===== src/rtl/cnt_seq_monitor_if.sv =====
// Bus between the upstream counter's consumer-side controls and cnt_seq_monitor.
// master drives enable/clear/counter value; slave (the monitor) returns status.
interface cnt_seq_monitor_if #(
    parameter int unsigned WRAP_W = 8,
    parameter int unsigned ERR_W  = 4
);
    logic              en;
    logic              clr;
    logic [2:0]        cnt_in;
    logic              tc_pulse;
    logic              locked;
    logic              seq_err;
    logic [WRAP_W-1:0] wrap_cnt;
    logic [ERR_W-1:0]  err_cnt;
    logic [2:0]        last_cnt;

    modport master (
        output en, clr, cnt_in,
        input  tc_pulse, locked, seq_err, wrap_cnt, err_cnt, last_cnt
    );

    modport slave (
        input  en, clr, cnt_in,
        output tc_pulse, locked, seq_err, wrap_cnt, err_cnt, last_cnt
    );
endinterface


===== src/rtl/cnt_seq_monitor.sv =====
// Checks that a 3-bit counter advances by +1 mod 8 each cycle; reports lock,
// terminal-count pulses, saturating wrap/error counts and a sticky error flag.
module cnt_seq_monitor #(
    parameter int unsigned LOCK_N     = 4,
    parameter int unsigned ALLOW_HOLD = 0,
    parameter int unsigned WRAP_W     = 8,
    parameter int unsigned ERR_W      = 4
) (
    input  logic                     clk,
    input  logic                     rst,
    cnt_seq_monitor_if.slave         bus
);
    localparam int unsigned RUN_W   = 4;
    localparam bit          HOLD_OK = (ALLOW_HOLD != 0);

    typedef enum logic [1:0] {
        S_IDLE   = 2'd0,
        S_ACQ    = 2'd1,
        S_LOCKED = 2'd2
    } state_t;

    state_t            state;
    logic [2:0]        prev;
    logic              prev_valid;
    logic [RUN_W-1:0]  run;
    logic              tc_pulse_q;
    logic              locked_q;
    logic              seq_err_q;
    logic [WRAP_W-1:0] wrap_cnt_q;
    logic [ERR_W-1:0]  err_cnt_q;
    logic [2:0]        last_cnt_q;

    logic              step_c;
    logic              inc_c;
    logic              bad_c;
    logic              wrap_evt_c;
    logic              err_evt_c;
    logic [RUN_W-1:0]  run_nxt_c;

    // Step classification against the previous sample
    always_comb begin
        step_c     = bus.en && prev_valid && (state != S_IDLE);
        inc_c      = (bus.cnt_in == 3'(prev + 3'd1));
        bad_c      = !inc_c && !(HOLD_OK && (bus.cnt_in == prev));
        wrap_evt_c = step_c && inc_c && (prev == 3'd7);
        err_evt_c  = step_c && bad_c && (state == S_LOCKED);
        run_nxt_c  = run + RUN_W'(1);
    end

    always_ff @(posedge clk or negedge rst) begin
        if (!rst) begin
            state      <= S_IDLE;
            prev       <= 3'd0;
            prev_valid <= 1'b0;
            run        <= '0;
            tc_pulse_q <= 1'b0;
            locked_q   <= 1'b0;
            seq_err_q  <= 1'b0;
            wrap_cnt_q <= '0;
            err_cnt_q  <= '0;
            last_cnt_q <= 3'd0;
        end else begin
            tc_pulse_q <= wrap_evt_c;

            if (bus.en) begin
                prev       <= bus.cnt_in;
                last_cnt_q <= bus.cnt_in;
            end

            if (!bus.en) begin
                state      <= S_IDLE;
                prev_valid <= 1'b0;
                locked_q   <= 1'b0;
            end else begin
                unique case (state)
                    S_IDLE: begin
                        prev_valid <= 1'b1;
                        run        <= '0;
                        state      <= S_ACQ;
                    end
                    S_ACQ: begin
                        if (inc_c) begin
                            run <= run_nxt_c;
                            if (run_nxt_c == RUN_W'(LOCK_N)) begin
                                state    <= S_LOCKED;
                                locked_q <= 1'b1;
                            end
                        end else if (bad_c) begin
                            run <= '0;
                        end
                    end
                    S_LOCKED: begin
                        if (bad_c) begin
                            run      <= '0;
                            state    <= S_ACQ;
                            locked_q <= 1'b0;
                        end
                    end
                    default: begin
                        state    <= S_IDLE;
                        locked_q <= 1'b0;
                    end
                endcase
            end

            // Status counters: clear beats a same-edge event
            if (bus.clr) begin
                wrap_cnt_q <= '0;
                err_cnt_q  <= '0;
                seq_err_q  <= 1'b0;
            end else begin
                if (wrap_evt_c && (wrap_cnt_q != '1))
                    wrap_cnt_q <= wrap_cnt_q + WRAP_W'(1);
                if (err_evt_c) begin
                    seq_err_q <= 1'b1;
                    if (err_cnt_q != '1)
                        err_cnt_q <= err_cnt_q + ERR_W'(1);
                end
            end
        end
    end

    assign bus.tc_pulse = tc_pulse_q;
    assign bus.locked   = locked_q;
    assign bus.seq_err  = seq_err_q;
    assign bus.wrap_cnt = wrap_cnt_q;
    assign bus.err_cnt  = err_cnt_q;
    assign bus.last_cnt = last_cnt_q;
endmodule


===== src/flat_wrapper.sv =====
// flat-port wrapper written by rule: the top's interface ports become plain ports
module cnt_seq_monitor_flat 
#(
    parameter int unsigned LOCK_N     = 4,
    parameter int unsigned ALLOW_HOLD = 0,
    parameter int unsigned WRAP_W     = 8,
    parameter int unsigned ERR_W      = 4
)
  (clk, rst, bus_en, bus_clr, bus_cnt_in, bus_tc_pulse, bus_locked, bus_seq_err, bus_wrap_cnt, bus_err_cnt, bus_last_cnt);
  cnt_seq_monitor_if #(.WRAP_W(WRAP_W), .ERR_W(ERR_W)) bus_i ();
  input  logic clk;
  input  logic rst;
  input wire logic [$bits(bus_i.en)-1:0] bus_en;
  input wire logic [$bits(bus_i.clr)-1:0] bus_clr;
  input wire logic [$bits(bus_i.cnt_in)-1:0] bus_cnt_in;
  output wire logic [$bits(bus_i.tc_pulse)-1:0] bus_tc_pulse;
  output wire logic [$bits(bus_i.locked)-1:0] bus_locked;
  output wire logic [$bits(bus_i.seq_err)-1:0] bus_seq_err;
  output wire logic [$bits(bus_i.wrap_cnt)-1:0] bus_wrap_cnt;
  output wire logic [$bits(bus_i.err_cnt)-1:0] bus_err_cnt;
  output wire logic [$bits(bus_i.last_cnt)-1:0] bus_last_cnt;
  assign bus_i.en = bus_en;
  assign bus_i.clr = bus_clr;
  assign bus_i.cnt_in = bus_cnt_in;
  assign bus_tc_pulse = bus_i.tc_pulse;
  assign bus_locked = bus_i.locked;
  assign bus_seq_err = bus_i.seq_err;
  assign bus_wrap_cnt = bus_i.wrap_cnt;
  assign bus_err_cnt = bus_i.err_cnt;
  assign bus_last_cnt = bus_i.last_cnt;
  cnt_seq_monitor #(.LOCK_N(LOCK_N), .ALLOW_HOLD(ALLOW_HOLD), .WRAP_W(WRAP_W), .ERR_W(ERR_W)) u_core (.clk(clk), .rst(rst), .bus(bus_i));
endmodule

===== config.mk =====
export PLATFORM = sky130hd
export DESIGN_NAME = cnt_seq_monitor_flat
export DESIGN_NICKNAME = d
export VERILOG_FILES = /design/src/rtl/cnt_seq_monitor_if.sv /design/src/rtl/cnt_seq_monitor.sv /design/src/flat_wrapper.sv
export SDC_FILE = /design/constraint.sdc
export NUM_CORES = 1
export LEC_CHECK = 0
export ABC_AREA = 1
export BUFFER_PORTS_ARGS = -buffer_cell sky130_fd_sc_hd__buf_2
export CAP_MARGIN = 30
export CORE_MARGIN = 10
export CORE_UTILIZATION = 50
export CTS_CLUSTER_DIAMETER = 150
export DETAILED_ROUTE_END_ITERATION = 8
export GPL_TIMING_DRIVEN = 0
export MAX_ROUTING_LAYER = met4
export PLACE_DENSITY = 0.85
export SLEW_MARGIN = 20
export SYNTH_ARGS = -nofsm -noshare
export SYNTH_HDL_FRONTEND = slang
export SYNTH_SLANG_ARGS = --single-unit

===== constraint.sdc =====
create_clock -name clk -period 1.7 [get_ports clk]
set_input_delay 0.085 -clock clk [delete_from_list [all_inputs] [get_ports clk]]
set_output_delay 0.085 -clock clk [all_outputs]
set_load 0.01 [all_outputs]

After elaboration in Yosys (flattened, before gate mapping)
Index checks and enable logic that the tools add are counted. Widths: inputs -> output; s select.

Add/sub/neg operators: 4. Equal/unequal tests: 13. Mux-type cells: 22. Reduce and logical (&&, ||, !) cells: 18.

Operators with widths (count): $mux 4 (5); $mux 8 (2); $pmux 4 s3 (1); $add 4x1->4 const B (2); $add 8x1->8 const B (1); $mux 1 (8); $mux 2 (4); $ne 8x8->1 const B (1); $reduce_bool 2->1 (4); $logic_and 1x1->1 (7); $ne 3x2->1 const B (2); $pmux 2 s3 (1); $reduce_and 3->1 (2); $eq 4x3->1 const B (1); $ne 2x2->1 const B (2); $ne 4x4->1 const B (1); $reduce_and 4->1 (1); $add 3x1->3 const B (1); $eq 3x3->1 (1); $eq 3x3->1 const B (1); $ne 3x3->1 const B (1); $pmux 1 s3 (1); $reduce_bool 3->1 (1); $eq 2x1->1 const B (1); other kinds (5) (5).

Register bits: 25. Bits of input ports: 7. Output and inout port bits: 18. Word-level logic and storage cells: 66.

Longest topological paths before layout
Word-level depth: 7. Gate-level depth with buffers: 10. Gate-level depth less buffers: 10.

Worst setup path before layout
Ideal clock, no wire load.

Path type: flip-flop to flip-flop. Start point: reg u_core.bus.last_cnt[0] (netlist name). End point: reg u_core.wrap_cnt_q[3] (netlist: u_core.bus.wrap_cnt[3]). Setup time: 0.117 ns. Arrival time: 1.659 ns. Setup slack: -0.076 ns. Cell stages (with the launch flop): 9. Path buffers: 0. Cell sequence: dfrtp_1 > ha_1 > ha_1 > xnor2_2 > nand3_4 > nor2_4 > nand2_4 > nand3_1 > nand2_1.

RTL lines: to (signal assigned) (RTL line cnt_seq_monitor.sv:113) `wrap_cnt_q <= wrap_cnt_q + WRAP_W'(1);`; to (decl) (RTL line cnt_seq_monitor.sv:29) `logic [WRAP_W-1:0] wrap_cnt_q;`.

==> reports/qor.log <==
[timing] Final setup violation count 0
[timing] final-layout setup total negative slack 0 ps
[timing] worst hold-check slack 27.7 ps
[setup_path] Required @ worst endpoint 1930 ps
[global_routing] global routing usage summed across all routing layers 0.131
[detailed_routing] DRC violations left 0
[detailed_routing] Initial DRT Pass Iterations 4
[cts] clock root buffer master sky130_fd_sc_hd__clkbuf_4
[cts] Max Root-Sink Buffers 2
[timing] Tcrit/Tclk final 0.984
[placed_design] post-DP HPWL 2380 um
[global_routing] number of antenna violations at the first check in global routing 0
[detailed_routing] vias after detailed routing 1336
[logic_synthesis] count of different cell masters after synthesis 26
[detailed_routing] wire length after detailed routing 3170 um
[setup_path] largest fanout on the critical path 8
[logic_synthesis] Post-Syn Nets 207
[layout] share of the core filled with cells in the final layout 0.625
[logic_synthesis] most common flop cell mapped by yosys sky130_fd_sc_hd__dfrtp_1
[floorplan] cell row count 19
[floorplan] die height 74.8 um
[global_routing] total gr overflow 0
[power] power density relative to cell area 673 mW/mm^2
[detailed_routing] average via count per standard cell 5.20
[layout] layout cells sized above 1 0.217
[floorplan] standard cell core area 0.00281 mm^2
[logic_synthesis] register area share after synthesis 0.417
[cts] clock edge transition at the registers on the reported setup and hold paths 130 ps
[placed_design] GPL Wtd Cong 0.861
[floorplan] DIE AREA 0.00559 mm^2
[timing] worst-case headroom to the max-slew limit 0.626
[layout] number of fill cells 260
[floorplan] horizontal die dimension 74.8 um
[setup_path] CP Data Arrival Time 1900 ps
[timing] clock skew 3.76 ps
[layout] non-filler instance count after layout 257
[placed_design] number of instances in the placed design 248
[cts] TritonCTS clock tree built
[layout] area delta synth->final 16.9%
[timing] timing-limited maximum frequency 598 MHz
[hold_path] path class of the lowest-slack min-delay path primary input to flip-flop
[cts] Clock Sink Count 25
[cts] total CTS buffers 3
[cts] number of H-tree branching levels 1
[floorplan] number of top-level pins 25
[logic_synthesis] total of flip-flops plus latches after synthesis 25
[timing] RSZ-0062 raised after global routing true
[floorplan] starting utilization of the core area 0.534
[logic_synthesis] Synth Warn # 0
[global_routing] pin count of the biggest net entering global routing 26
[timing] max-slew violation count 0
[logic_synthesis] Syn Std Cell Area 0.00150 mm^2
[layout] Seq. cell area 626 um^2
[setup_path] Worst Setup Path Type flip-flop to flip-flop
[timing] Min Clock Period, post-route 1670 ps
[setup_path] critical path capture point type flip-flop
[job] Max-cap violations 0
[layout] NumNets Final 240
[global_routing] vias in the first global route 1288
[timing] Hold Fails Final Rpt 0
[logic_synthesis] number of enable flip-flop cells after synthesis 0
[global_routing] wire length of the first global-routing pass 5660 um
[status] result of the run finished, final reports clean
[detailed_routing] Final ANT Viol Nets 0
[layout] Final Instance Area 0.00175 mm^2
[placed_design] placed instance area 0.00168 mm^2
[setup_path] kind of start point of the critical path flip-flop
[layout] count of inserted antenna diode cells 0
[timing] slew at the pin closest to its max-slew limit 561 ps
[placed_design] quantity of I/O buffers inserted on ports 23
[layout] area used by multi-input combinational logic 785 um^2
[cts] insertion delay of the later-clocked pin in the worst-skew pair 320 ps
[power] IR Drop Worst-Case VDD 486 uV
[detailed_routing] Detailed Route Iter0 Violations 158
[logic_synthesis] ys async rst share 1.00
[logic_synthesis] syn_area_per_cell 7.73 um^2
[detailed_routing] drt wl/cell 12.3 um
[power] Static Leakage 0.971 nW
[logic_synthesis] Synth Instances 194
-- registers in the layout, summed over array words and instances (netlist names), 2 cells and up --
register	flops
u_core.bus.last_cnt	3
u_core.run	4
u_core.state	2
u_core.bus.wrap_cnt	8
u_core.bus.err_cnt	4
-- synthesized netlist by cell type (3+ instances only) --
master	n	share of area
sky130_fd_sc_hd__xor2_1	4	0.023
sky130_fd_sc_hd__inv_1	23	0.058
sky130_fd_sc_hd__nand2_1	58	0.15
sky130_fd_sc_hd__a21oi_1	3	0.010
sky130_fd_sc_hd__dfrtp_1	25	0.42
sky130_fd_sc_hd__nor2_2	4	0.017
sky130_fd_sc_hd__nand3_1	28	0.093
sky130_fd_sc_hd__nor2_1	14	0.035
sky130_fd_sc_hd__o21ai_0	4	0.013
sky130_fd_sc_hd__ha_1	6	0.050
sky130_fd_sc_hd__o21ai_1	3	0.010
-- critical path, stage by stage, from the launching register on --
cell and delay, ps:
sky130_fd_sc_hd__dfrtp_1 420, sky130_fd_sc_hd__ha_2 190, sky130_fd_sc_hd__ha_4 290, sky130_fd_sc_hd__xnor2_4 130, sky130_fd_sc_hd__nand3_4 160, sky130_fd_sc_hd__nor2_4 150
sky130_fd_sc_hd__nand2_4 100, sky130_fd_sc_hd__nand3_1 90, sky130_fd_sc_hd__nand2_1 60
-- per-stage QoR --
step / setup WS (ps) / total power, W
after floorplan: 25.8 / 0.000849
after global placement: -30.1 / 0.000908
after detailed placement: -64.7 / 0.000916
after CTS: 7.13 / 0.00119
after global routing: -81.9 / 0.00126
final: 27.4 / 0.00118
-- power by group --
part,switching (W),total [W],internal [W]
logic,0.000157,0.000258,0.000101
registers,0.0000305,0.000654,0.000624
clock network,0.000175,0.000267,0.0000919
-- path summary, 6_finish.rpt --
kind                                        start                endpoint  slack (ps)  cells past startpoint
hold / removal                             bus_en  u_core.bus.last_cnt[0]          30                      2
max in group asynchronous                     rst   u_core.bus.err_cnt[3]        1050                      2
hold reg to reg                 u_core.bus.locked       u_core.bus.locked         480                      2
min in group asynchronous                     rst       u_core.bus.locked         280                      2
setup reg to reg           u_core.bus.last_cnt[1]  u_core.bus.wrap_cnt[2]          30                      8
setup / recovery           u_core.bus.last_cnt[1]  u_core.bus.wrap_cnt[2]          30                      8
-- layer usage --
layer,vias up,global-route usage,wire (um)
li1,687,-,-
met1,612,0.164,1500
met2,32,0.206,1480
met3,5,0.0171,127
met4,0,0.0630,62
met5,-,-,0
-- area by class of cell --
type / count / share of cell area
plain buffers: 3 / 0.00999
multi-input cells: 140 / 0.448
repair buffers: 28 / 0.0928
inverters: 26 / 0.0557
well taps: 31 / 0.0221
flip-flops and latches: 25 / 0.357
clock buffers: 4 / 0.0150
-- logic make-up after synthesis --
group	after synthesis	synth area share
fa+ha+maj	6	0.0501
compound gates	11	0.0384
buf+inv	29	0.0768
simple gates	116	0.366
xor+xnor	7	0.0509
flops	25	0.417
-- cells in the final DEF (no fill, tap or decap), types with 2 or more instances in the layout --
| cell type | synthesis | routed |
|---|---|---|
| sky130_fd_sc_hd__xor2_1 | 4 | 4 |
| sky130_fd_sc_hd__nand2_2 | 2 | 2 |
| sky130_fd_sc_hd__o21ai_1 | 3 | 3 |
| sky130_fd_sc_hd__dfrtp_1 | 25 | 25 |
| sky130_fd_sc_hd__nand4_1 | 2 | 2 |
| sky130_fd_sc_hd__nor2_2 | 4 | 4 |
| sky130_fd_sc_hd__nand2_1 | 58 | 58 |
| sky130_fd_sc_hd__ha_1 | 6 | 4 |
| sky130_fd_sc_hd__a21oi_1 | 3 | 3 |
| sky130_fd_sc_hd__inv_1 | 23 | 23 |
| sky130_fd_sc_hd__dlygate4sd3_1 | 0 | 4 |
| sky130_fd_sc_hd__nor2_1 | 14 | 14 |
| sky130_fd_sc_hd__o21ai_0 | 4 | 4 |
| sky130_fd_sc_hd__clkbuf_4 | 0 | 3 |
| sky130_fd_sc_hd__buf_2 | 2 | 25 |
| sky130_fd_sc_hd__buf_4 | 1 | 2 |
| sky130_fd_sc_hd__nand3_1 | 28 | 28 |
| sky130_fd_sc_hd__nor2_4 | 2 | 2 |
| sky130_fd_sc_hd__inv_2 | 2 | 2 |
| sky130_fd_sc_hd__nand3_2 | 2 | 2 |
-- repair_timing --
action | 4_1_cts | 5_1_grt
gates cloned | 0 | 0
endpoints found under the setup margin | 12 | 18
setup buffers | 1 | 0
pin swaps | 1 | 0
hold buffers | 4 | 0
hold endpoints to repair | 28 | 0
resized for setup | 1 | 0
No activity file was read; power rests on OpenSTA's default activity.
